[config.mk]
export PLATFORM = sky130hd
export DESIGN_NAME = i2s_rx_capture
export DESIGN_NICKNAME = d
export VERILOG_FILES = /design/src/rtl/codec_pkg.sv /design/src/rtl/sync_edge.sv /design/src/rtl/i2s_rx_capture.sv
export SDC_FILE = /design/constraint.sdc
export NUM_CORES = 1
export LEC_CHECK = 0
export BUFFER_PORTS_ARGS = -buffer_cell sky130_fd_sc_hd__buf_2
export CAP_MARGIN = 20
export CORE_MARGIN = 3
export CORE_UTILIZATION = 57
export DETAILED_ROUTE_END_ITERATION = 8
export PLACE_DENSITY = 0.89
export SLEW_MARGIN = 20
export SYNTH_ARGS = -nofsm -noshare
export SYNTH_HDL_FRONTEND = slang
export SYNTH_SLANG_ARGS = --single-unit
[constraint.sdc]
create_clock -name clk -period 3.8 [get_ports clk]
set_clock_uncertainty 0.2 [all_clocks]
set_input_delay 0 -clock clk [delete_from_list [all_inputs] [get_ports clk]]
set_output_delay 0 -clock clk [all_outputs]
set_load 0.005 [all_outputs]
[src/rtl/codec_pkg.sv]
// rtl/codec_pkg.sv - shared codec serial-audio constants and receive FSM states
package codec_pkg;

    localparam int SLOT_BITS = 32;
    localparam int I2S_DELAY = 1;

    typedef enum logic [2:0] {
        IDLE,
        SKIP,
        SHIFT,
        COMMIT,
        WAIT
    } i2s_rx_state_t;

endpackage

[src/rtl/sync_edge.sv]
// rtl/sync_edge.sv - multi-stage synchronizer with edge strobes on the synced level
module sync_edge #(
    parameter int STAGES = 2
) (
    input  logic clk,
    input  logic reset,
    input  logic d,
    output logic level,
    output logic rise,
    output logic fall
);

    logic [STAGES-1:0] chain;
    logic              prev;

    always_ff @(posedge clk or posedge reset) begin
        if (reset) begin
            chain <= '0;
            prev  <= 1'b0;
        end else begin
            chain <= {chain[STAGES-2:0], d};
            prev  <= chain[STAGES-1];
        end
    end

    assign level = chain[STAGES-1];
    assign rise  = level & ~prev;
    assign fall  = ~level & prev;

endmodule

[src/rtl/i2s_rx_capture.sv]
// rtl/i2s_rx_capture.sv - oversampled I2S receiver producing left/right sample pairs
module i2s_rx_capture
    import codec_pkg::*;
#(
    parameter int WIDTH       = 24,
    parameter int SYNC_STAGES = 2
) (
    input  logic             clk,
    input  logic             reset,
    input  logic             i2s_bclk,
    input  logic             i2s_lr,
    input  logic             i2s_sdata,
    output logic [WIDTH-1:0] sample_l,
    output logic [WIDTH-1:0] sample_r,
    output logic             new_sample,
    output logic             frame_err
);

    localparam int CNT_W = $clog2(WIDTH);

    logic                   bclk_rise;
    logic                   bclk_level_unused;
    logic                   bclk_fall_unused;
    logic                   lr_level;
    logic                   lr_rise;
    logic                   lr_fall;
    logic                   lr_edge;
    logic [SYNC_STAGES-1:0] sdata_sync;
    logic                   sdata_s;
    logic [WIDTH-1:0]       word;

    i2s_rx_state_t          state;
    logic                   chan;
    logic                   left_ok;
    logic [WIDTH-1:0]       shreg;
    logic [WIDTH-1:0]       hold_l;
    logic [CNT_W-1:0]       bit_cnt;

    sync_edge #(.STAGES(SYNC_STAGES)) u_bclk_sync (
        .clk   (clk),
        .reset (reset),
        .d     (i2s_bclk),
        .level (bclk_level_unused),
        .rise  (bclk_rise),
        .fall  (bclk_fall_unused)
    );

    sync_edge #(.STAGES(SYNC_STAGES)) u_lr_sync (
        .clk   (clk),
        .reset (reset),
        .d     (i2s_lr),
        .level (lr_level),
        .rise  (lr_rise),
        .fall  (lr_fall)
    );

    // sdata has no edge flop so it lines up with the bclk strobe cycle
    always_ff @(posedge clk or posedge reset) begin
        if (reset) begin
            sdata_sync <= '0;
        end else begin
            sdata_sync <= {sdata_sync[SYNC_STAGES-2:0], i2s_sdata};
        end
    end

    assign sdata_s = sdata_sync[SYNC_STAGES-1];
    assign lr_edge = lr_rise | lr_fall;
    assign word    = {shreg[WIDTH-2:0], sdata_s};

    // Commit work is done on the edge entering COMMIT so new_sample is high during COMMIT
    always_ff @(posedge clk or posedge reset) begin
        if (reset) begin
            state      <= IDLE;
            chan       <= 1'b0;
            left_ok    <= 1'b0;
            shreg      <= '0;
            hold_l     <= '0;
            bit_cnt    <= '0;
            sample_l   <= '0;
            sample_r   <= '0;
            new_sample <= 1'b0;
            frame_err  <= 1'b0;
        end else begin
            new_sample <= 1'b0;
            frame_err  <= 1'b0;
            case (state)
                IDLE: begin
                    if (lr_fall) begin
                        chan  <= 1'b0;
                        state <= SKIP;
                    end
                end
                SKIP, SHIFT: begin
                    if (lr_edge) begin
                        frame_err <= 1'b1;
                        left_ok   <= 1'b0;
                        chan      <= lr_level;
                        bit_cnt   <= '0;
                        state     <= SKIP;
                    end else if (bclk_rise) begin
                        if (state == SKIP) begin
                            bit_cnt <= '0;
                            state   <= SHIFT;
                        end else begin
                            shreg <= word;
                            if (bit_cnt == CNT_W'(WIDTH - 1)) begin
                                state <= COMMIT;
                                if (!chan) begin
                                    hold_l  <= word;
                                    left_ok <= 1'b1;
                                end else if (left_ok) begin
                                    sample_l   <= hold_l;
                                    sample_r   <= word;
                                    new_sample <= 1'b1;
                                    left_ok    <= 1'b0;
                                end
                            end else begin
                                bit_cnt <= bit_cnt + 1'b1;
                            end
                        end
                    end
                end
                COMMIT, WAIT: begin
                    if (lr_edge) begin
                        chan    <= lr_level;
                        bit_cnt <= '0;
                        state   <= SKIP;
                    end else begin
                        state <= WAIT;
                    end
                end
                default: state <= IDLE;
            endcase
        end
    end

endmodule

==> run metrics <==
number of buffers created by CTS 17; first-pass GRT wire length roughly 14 mm; H-tree Lvls 4; storage element area 2880 sq um; CP Cell Sequence inv_1 -> ha_1 -> and2b_1 -> nand3_4 -> nor3_4 -> buf_12 -> mux2_2; buffer and inverter count on the worst path 2; Nets 370; die height 94.9 um; non-filler cells, final 475; Clock transition at path regs 0.05 ns; Hold Path Class reg2reg; die width between 90 and 100 um; CTS Buffer Depth 2; Power Dens Cells between 500 and 600 nW/um^2; Core Region 7450 sq um; Power Total 3.22 mW; met2 wire length 4.64 mm; finished layout cell area 5560 sq um; placed cells 435; die area roughly 9000 sq um; layout cells sized above 1 0.487; vias in the first global route 2770; Layout area overhead 23.5%; Fin Setup TNS 0 ns; initial core utilization 0.604; final setup margin roughly 0.85 ns; First DRT Iteration DRCs 70; Vias/cell between 5 and 6; clock root buffer clkbuf_8; run status completed; RSZ-0062 raised after global routing false; GPL Wtd Cong 0.794; FP Rows 31; clock sink count 115; CP max stage cell nor3_4; crit-path max cell delay 0.54 ns; # setup viols final 0; drt drc 0; worst slack, placed around 0.9 ns; Final Util 0.747; clk_lat worst skew 0.51 ns; I/O pin total 55; gr ovfl total 0; syn_area_per_cell between 15 and 20 sq um; sequential area share after synthesis 0.639; DR top layer met4; most frequent cells in the layout dfrtp_1, mux2_2, buf_2; diode count 0; clock period minus worst slack 2.95 ns; Unique masters post-synth 40; Hold Worst Slack 0.152 ns; multi-input logic area 1510 sq um; Fin. Hold Viols 0; drt wl/cell 18.4 um; M1 WL approximately 3.6 mm; via count 2634; DRT Wirelength 8.76 mm; maximum clock rate between 300 and 400 MHz; Slew Viols, Final 0; delay-heaviest family, CP simple AND/OR/NAND/NOR gates; CP Class reg2reg; drt pass-1 iters 4; Syn Nets approximately 300; synthesized flop and latch total 115; Startpoint Class register; antenna-violating nets left 0; crit path capture type register; largest net degree at the start of global routing 51; Least-Margin Pin Slew 0.635 ns; required time at the worst-slack endpoint 3.98 ns; YS warnings 0; Final period util 0.776; Worst slew margin 0.575; Arr. time, crit path about 3.1 ns; met3 routed WL 314 um; GRT Total Usage 0.220; synthesized area about 4500 sq um; crit-path max FO 25; CTS tree done; leakage 2.99 nW; antenna violations before repair 0; commonest non-fill, non-tap cell in the layout dfrtp_1; Buffers on Ports 54; VDD IR max 0.461 mV; cells after synthesis 290; setup bufs post-CTS 0; Post-DP Area 4850 sq um; Fill cells 431; DP HPWL 5.05 mm; max_cap viols 0
-- routing by layer --
| layer | vias up | track usage |
|---|---|---|
| met2 | 58 | 0.366 |
| met5 | - | 0 |
| li1 | 1184 | - |
| met3 | 15 | 0.0757 |
| met1 | 1377 | 0.260 |
| met4 | 0 | 0.0913 |
-- cell families (layout without fill, tap and decap cells) --
logic type | after synthesis | after routing | share of synthesized area
mux | 95 | 95 | 0.238
compound gates | 20 | 20 | 0.0309
buf+inv | 18 | 104 | 0.0250
fa+ha+maj | 2 | 2 | 0.00556
xor+xnor | 2 | 2 | 0.00389
flops | 115 | 115 | 0.639
simple gates | 38 | 38 | 0.0576
-- what timing repair did --
item                                   4_1_cts  5_1_grt
resized for setup                            0        0
endpoints found under the hold margin      118        0
hold buffers                                 8        0
-- cell usage after synthesis --
library cell,instances,area share
dfrtp_1,115,0.64
mux2_2,86,0.22
mux2_1,9,0.023
buf_4,7,0.012
nand2_1,7,0.0058
nor2_1,7,0.0058
inv_1,5,0.0042
o21ai_0,5,0.0056
a21oi_1,3,0.0033
buf_2,3,0.0033
nand2b_1,3,0.0042
nand3_1,3,0.0033
nor3_1,3,0.0033
a211o_1,2,0.0039
buf_6,2,0.0050
ha_1,2,0.0056
nand3b_1,2,0.0033
nor3_4,2,0.0072
nor4_1,2,0.0028
o31ai_1,2,0.0033
a21boi_0,1,0.0017
a21o_1,1,0.0017
a31oi_1,1,0.0014
and2_1,1,0.0014
and2b_1,1,0.0017
and3_1,1,0.0014
clkbuf_1,1,0.00083
nand3_4,1,0.0039
nand4b_4,1,0.0053
nor2b_1,1,0.0014
nor2b_4,1,0.0031
nor3b_1,1,0.0017
o2111ai_2,1,0.0033
o211ai_1,1,0.0017
o21a_1,1,0.0017
o22ai_1,1,0.0014
o311ai_0,1,0.0019
or3b_2,1,0.0019
xnor2_1,1,0.0019
xor2_1,1,0.0019
-- final cells by class --
cell class                 count  share of cell area
clock buffer                  23              0.0857
clock inverter                 9              0.0270
inverter                       5             0.00383
multi-input combinational    157               0.272
sequential                   115               0.518
tap                           99              0.0223
timing repair buffer          67              0.0720
-- worst paths after layout --
path | from | endpoint | slack [ns] | depth (start not counted)
hold reg to reg | u_bclk_sync.chain[0] | u_bclk_sync.chain[1] | 0.15 | 0
setup reg to reg | u_lr_sync.chain[1] | hold_l[18] | 0.85 | 7
setup / recovery | u_lr_sync.chain[1] | hold_l[18] | 0.85 | 7
min in group asynchronous | reset | bit_cnt[3] | 0.50 | 4
max in group asynchronous | reset | shreg[19] | 1.98 | 5
hold / removal | u_bclk_sync.chain[0] | u_bclk_sync.chain[1] | 0.15 | 0
-- power by group --
group          switching (mW)  total [mW]  internal, mW  leakage, nW
Sequential             0.0583        1.32          1.26         1.58
Clock                   0.528        1.66          1.13        0.304
Combinational           0.152       0.244        0.0918         1.11
Total                   0.738        3.22          2.48         2.99
-- state kept, by name (all words and copies together) (netlist names), 2 cells and up --
register	count
bit_cnt	5
hold_l	24
sample_l	24
sample_r	24
sdata_sync	2
shreg	23
state	3
u_bclk_sync.chain	2
u_lr_sync.chain	2
(Power assumes the default switching activity.)
